--- src/rtl/metronome_beat_scheduler.sv ---
// Beat sequencer for the metronome: beat timing, deferred tempo/bar/accent
// configuration, start/stop control and the gated speaker tone.
module metronome_beat_scheduler #(
    parameter int unsigned DEFAULT_PERIOD = 27000000,
    parameter int unsigned DEFAULT_BEATS  = 8,
    parameter int unsigned MIN_PERIOD     = 2700000,
    parameter int unsigned BEEP_CYCLES    = 5400000,
    parameter int unsigned NORMAL_HALF    = 48704,
    parameter int unsigned ACCENT_HALF    = 32507
) (
    input  logic        clk,
    input  logic        rst,
    input  logic        start,
    input  logic        stop,
    input  logic        cfg_valid,
    input  logic [26:0] cfg_period,
    input  logic [3:0]  cfg_beats,
    input  logic [3:0]  cfg_accent,
    output logic [3:0]  beat_idx,
    output logic        beat_tick,
    output logic        accent,
    output logic        speaker_out,
    output logic        running
);

    localparam int unsigned PW = 27;
    localparam int unsigned TW = 17;
    localparam int unsigned BW = 4;

    typedef enum logic {IDLE, RUN} state_t;

    state_t          state_q, state_d;
    logic [PW-1:0]   phase_q, phase_d;
    logic [TW-1:0]   tone_cnt_q, tone_cnt_d;
    logic [BW-1:0]   beat_idx_q, beat_idx_d;
    logic            beat_tick_q, beat_tick_d;
    logic            accent_q, accent_d;
    logic            speaker_q, speaker_d;
    logic            running_q, running_d;
    logic [PW-1:0]   period_q, period_d;
    logic [BW-1:0]   beats_q, beats_d;
    logic [BW-1:0]   accent_sel_q, accent_sel_d;
    logic            pend_q, pend_d;
    logic [PW-1:0]   pend_period_q, pend_period_d;
    logic [BW-1:0]   pend_beats_q, pend_beats_d;
    logic [BW-1:0]   pend_accent_q, pend_accent_d;

    logic            cfg_ok;
    logic [PW-1:0]   cap_period;
    logic [BW-1:0]   cap_accent;
    logic            restart;
    logic            boundary;
    logic            apply_now;
    logic [BW-1:0]   next_idx;
    logic [TW-1:0]   half_m1;

    always_comb begin
        state_d        = state_q;
        phase_d        = phase_q;
        tone_cnt_d     = tone_cnt_q;
        beat_idx_d     = beat_idx_q;
        beat_tick_d    = 1'b0;
        accent_d       = accent_q;
        speaker_d      = speaker_q;
        running_d      = running_q;
        period_d       = period_q;
        beats_d        = beats_q;
        accent_sel_d   = accent_sel_q;
        pend_d         = pend_q;
        pend_period_d  = pend_period_q;
        pend_beats_d   = pend_beats_q;
        pend_accent_d  = pend_accent_q;

        cfg_ok     = cfg_valid && (cfg_beats != '0) && (cfg_beats <= BW'(8));
        cap_period = (cfg_period < PW'(MIN_PERIOD)) ? PW'(MIN_PERIOD) : cfg_period;
        cap_accent = (cfg_accent > BW'(8)) ? '0 : cfg_accent;
        restart    = start && !stop;
        boundary   = (state_q == RUN) && !stop && !start && (phase_q == period_q - PW'(1));
        apply_now  = (state_q == IDLE) || boundary || restart;

        // Config lands directly when it can take effect now, otherwise waits for the next beat.
        if (cfg_ok) begin
            if (apply_now) begin
                period_d     = cap_period;
                beats_d      = cfg_beats;
                accent_sel_d = cap_accent;
                pend_d       = 1'b0;
            end else begin
                pend_period_d = cap_period;
                pend_beats_d  = cfg_beats;
                pend_accent_d = cap_accent;
                pend_d        = 1'b1;
            end
        end else if (pend_q && (boundary || restart)) begin
            period_d     = pend_period_q;
            beats_d      = pend_beats_q;
            accent_sel_d = pend_accent_q;
            pend_d       = 1'b0;
        end

        next_idx = (beat_idx_q >= beats_d) ? BW'(1) : beat_idx_q + BW'(1);
        half_m1  = accent_q ? TW'(ACCENT_HALF - 1) : TW'(NORMAL_HALF - 1);

        if (stop) begin
            state_d    = IDLE;
            phase_d    = '0;
            tone_cnt_d = '0;
            beat_idx_d = '0;
            accent_d   = 1'b0;
            speaker_d  = 1'b0;
            running_d  = 1'b0;
        end else if (start) begin
            state_d     = RUN;
            phase_d     = '0;
            tone_cnt_d  = '0;
            beat_idx_d  = BW'(1);
            beat_tick_d = 1'b1;
            accent_d    = (accent_sel_d == BW'(1));
            speaker_d   = 1'b1;
            running_d   = 1'b1;
        end else if (state_q == RUN) begin
            if (boundary) begin
                phase_d     = '0;
                tone_cnt_d  = '0;
                beat_idx_d  = next_idx;
                beat_tick_d = 1'b1;
                accent_d    = (next_idx == accent_sel_d);
                speaker_d   = 1'b1;
            end else begin
                phase_d = phase_q + PW'(1);
                // Tone is gated by the phase of the cycle being entered.
                if (phase_d >= PW'(BEEP_CYCLES)) begin
                    speaker_d  = 1'b0;
                    tone_cnt_d = '0;
                end else if (tone_cnt_q == half_m1) begin
                    speaker_d  = !speaker_q;
                    tone_cnt_d = '0;
                end else begin
                    tone_cnt_d = tone_cnt_q + TW'(1);
                end
            end
        end
    end

    always_ff @(posedge clk or posedge rst) begin
        if (rst) begin
            state_q       <= IDLE;
            phase_q       <= '0;
            tone_cnt_q    <= '0;
            beat_idx_q    <= '0;
            beat_tick_q   <= 1'b0;
            accent_q      <= 1'b0;
            speaker_q     <= 1'b0;
            running_q     <= 1'b0;
            period_q      <= PW'(DEFAULT_PERIOD);
            beats_q       <= BW'(DEFAULT_BEATS);
            accent_sel_q  <= BW'(DEFAULT_BEATS);
            pend_q        <= 1'b0;
            pend_period_q <= '0;
            pend_beats_q  <= '0;
            pend_accent_q <= '0;
        end else begin
            state_q       <= state_d;
            phase_q       <= phase_d;
            tone_cnt_q    <= tone_cnt_d;
            beat_idx_q    <= beat_idx_d;
            beat_tick_q   <= beat_tick_d;
            accent_q      <= accent_d;
            speaker_q     <= speaker_d;
            running_q     <= running_d;
            period_q      <= period_d;
            beats_q       <= beats_d;
            accent_sel_q  <= accent_sel_d;
            pend_q        <= pend_d;
            pend_period_q <= pend_period_d;
            pend_beats_q  <= pend_beats_d;
            pend_accent_q <= pend_accent_d;
        end
    end

    assign beat_idx    = beat_idx_q;
    assign beat_tick   = beat_tick_q;
    assign accent      = accent_q;
    assign speaker_out = speaker_q;
    assign running     = running_q;

endmodule
--- config.mk ---
export PLATFORM = sky130hd
export DESIGN_NAME = metronome_beat_scheduler
export DESIGN_NICKNAME = d
export VERILOG_FILES = /design/src/rtl/metronome_beat_scheduler.sv
export SDC_FILE = /design/constraint.sdc
export NUM_CORES = 1
export LEC_CHECK = 0
export CAP_MARGIN = 0
export CORE_MARGIN = 4
export CORE_UTILIZATION = 45
export CTS_BUF_LIST = sky130_fd_sc_hd__clkbuf_16
export DETAILED_ROUTE_END_ITERATION = 8
export PLACE_DENSITY_LB_ADDON = 0.25
export SETUP_SLACK_MARGIN = 0.02
export SYNTH_ARGS = -nofsm -noshare
export SYNTH_HDL_FRONTEND = slang
export SYNTH_SLANG_ARGS = --single-unit
--- constraint.sdc ---
create_clock -name clk -period 6.3 [get_ports clk]
set_input_delay 1.26 -clock clk [delete_from_list [all_inputs] [get_ports clk]]
set_output_delay 1.26 -clock clk [all_outputs]
set_load 0.01 [all_outputs]
==> flow_summary_export.csv <==
group,metric,value,unit
synthesis,synth_fp_nets,927,
synthesis,async_flop_share,100,%
synthesis,synth_seq_cells,123,
worst_setup_path,crit_path_start_kind,"flop",
clock_network,clk_path_buf_depth,2,
drt,wl_per_cell,15.5,um
layout,final_cell_mix,"nand2_1 (124), dfrtp_1 (107), o21ai_0 (86)",
power_and_ir_drop,power_leakage,3.52,nW
floorplan,die_h,137,um
layout,fillers,1493,
clock_network,cts_resized,0,
power_and_ir_drop,swShare,33.1,%
timing,final.setup_skew,0.0114,ns
synthesis,syn_avg_cell_area,8.45,um2
floorplan,core,16100,um2
synthesis,syn_inst,879,
drt,firstDrtPassIters,5,
floorplan,fp.dieW,137,um
timing,finalSetupViolCount,0,
clock_network,clk_latency,0.43,ns
layout,drive_gt1_share,11.1,%
global_route,grt_pass1_wl,29200,um
synthesis,ys_warn_count,0,
global_route,grt_antenna_before_repair,0,
placement,place_inst,1098,
global_route,grt_util_all_layers,19.6,%
global_route,grt-ovfl-total,0,
timing,maxSlewHeadroom,23.9,%
power_and_ir_drop,power.internal,1.84,mW
layout,nets,949,
layout,final_common_cell,"nand2_1",
power_and_ir_drop,clkPwrFrac,34.9,%
clock_network,htreeDepth,4,
timing,hold_violations,0,
clock_network,cts_setup_buffers,0,
worst_setup_path,cp.arrival,6.16,ns
placement,port_buffers,47,
clock_network,hold_buffers,0,
outcome,status,"finished clean",
timing,fmax,172,MHz
floorplan,start_util,46.3,%
worst_setup_path,critPathMaxFanout,7,
floorplan,row_count,46,
placement,dp_hpwl,12300,um
power_and_ir_drop,p_seq_share,42.0,%
timing,fin_ws,0.498,ns
worst_setup_path,path_class,"flop to flop",
synthesis,synth_area,7430,um2
floorplan,dieArea,18600,um2
synthesis,ys_seq_area_share,41.7,%
synthesis,synth_edf_count,0,
timing,fin_crit_sh,92.1,%
synthesis,synth_cell_types,73,
flow_run,cap_violations,0,
clock_network,numCtsBuffers,17,
placement,dpl_worst_slack,0.316,ns
drt,dr.first_iter.drc_count,446,
layout,diodes,0,
worst_setup_path,end_kind,"flop",
placement,gp_congestion,0.861,
clock_network,cts_tree,"yes",
drt,via_count,6303,
worst_setup_path,required,6.65,ns
drt,postRouteAntennaNets,0,
timing,whs,0.479,ns
layout,syn2layout_area_growth,16.2,%
clock_network,clk_pin_slew,0.06,ns
power_and_ir_drop,vdd_drop_max,0.212,mV
drt,wl,17500,um
timing,rsz0062_at_grt,"no",
power_and_ir_drop,power.density,319,nW/um2
timing,worst_slew_pin_slew,1.13,ns
drt,vias_per_cell,5.58,
global_route,grt_pass1_vias,5726,
drt,drc,0,
power_and_ir_drop,pwr-share-comb,23.1,%
clock_network,root_buffer,"clkbuf_16",
worst_hold_path,hp-class,"flop to flop",
clock_network,cts.sinks,123,
timing,period_needed,5.80,ns
timing,tns,0,ns
power_and_ir_drop,power.switching,0.910,mW
synthesis,synthFlopType,"dfrtp_1",
global_route,grt_max_degree,77,
floorplan,io_pins,48,
timing,maxSlewViolCount,0,
layout,layoutNonFillerInstCount,1130,
[cell usage after synthesis, types with 21 or more instances]
cell type | count | area share [%]
a21oi_1 | 40 | 2.7
clkbuf_1 | 51 | 2.6
o21ai_0 | 86 | 5.8
nor2_1 | 82 | 4.1
inv_1 | 25 | 1.3
nand3_1 | 30 | 2.0
mux2_2 | 23 | 3.5
and3_1 | 21 | 1.8
nand2_1 | 124 | 6.3
xnor2_1 | 32 | 3.8
dfrtp_1 | 107 | 36
[routing by layer]
metal  share of wire (%)  track usage, %  vias to the layer above
met1                  50            29.1                     2969
met3                 4.5            4.23                       17
li1                    -               -                     3174
met2                  44            28.7                      143
met4                 1.4            5.99                        0
met5                   0               0                        -
[registers in the layout, indices dropped and copies added (netlist names)]
register,cells
tone_cnt_q,17
beat_tick,1
running,1
pend_q,1
speaker_out,1
phase_q,27
pend_beats_q,4
accent,1
pend_period_q,27
beat_idx,4
accent_sel_q,4
pend_accent_q,4
period_q,27
beats_q,4
[area by class of cell]
class | count | area (um2) | area share [%]
inverters | 26 | 100 | 1.16
well taps | 216 | 270 | 3.13
flip-flops and latches | 123 | 3100 | 35.9
clock buffers | 17 | 425 | 4.93
clock inverters | 15 | 153 | 1.77
multi-input cells | 672 | 4020 | 46.5
repair buffers | 61 | 576 | 6.66
[power by group through the flow]
stage          registers (mW)  clock network (mW)  logic (mW)
3_3_place_gp             1.16                   0       0.623
6_report                 1.16               0.961       0.634
5_1_grt                  1.18                1.02       0.717
4_1_cts                  1.15               0.981       0.637
2_1_floorplan            1.10                   0       0.506
3_5_place_dp             1.17                   0       0.632
[final timing paths]
path                                   start                 to  depth (start not counted)  slack [ns]
hold / removal             pend_period_q[21]  pend_period_q[21]                          2        0.48
max in group asynchronous                rst       period_q[22]                          3        3.66
hold reg to reg            pend_period_q[21]  pend_period_q[21]                          2        0.48
min in group asynchronous                rst         phase_q[8]                          2        1.38
setup reg to reg                 period_q[8]             accent                         24        0.50
setup / recovery                 period_q[8]             accent                         24        0.50
[per-stage QoR]
step,util (%),area (um2),power [mW]
floorplan,-,7430,1.61
global placement,50.2,8060,1.78
detailed placement,50.2,8060,1.80
CTS,53.8,8640,2.77
global route,53.8,8640,2.92
finish,53.8,8640,2.75
[logic make-up after synthesis]
kind of cell | share of synthesized area [%]
simple gates | 24.7
compound gates | 17.6
flops | 41.7
buf+inv | 4.36
xor+xnor | 6.13
mux | 4.18
fa+ha+maj | 1.35
[worst max-delay path, cell delays in order (launching register included)]
cell and delay, ns:
dfrtp_1 0.44, or4_1 0.66, or4_4 0.57, nor4b_4 0.30, mux2_1 0.35, nand3_1 0.08
a41o_1 0.17, nor2_1 0.08, nor2_2 0.23, inv_2 0.06, nor2_1 0.28, nor2_1 0.13
a22oi_1 0.20, o21ai_0 0.16, ha_1 0.29, nand2b_1 0.14, a21o_1 0.18, a21o_1 0.18
a21oi_1 0.17, nor2b_1 0.25, inv_1 0.11, nor2_1 0.20, mux2i_1 0.24, o211ai_1 0.12
o21ai_2 0.14
(Power assumes the default switching activity.)
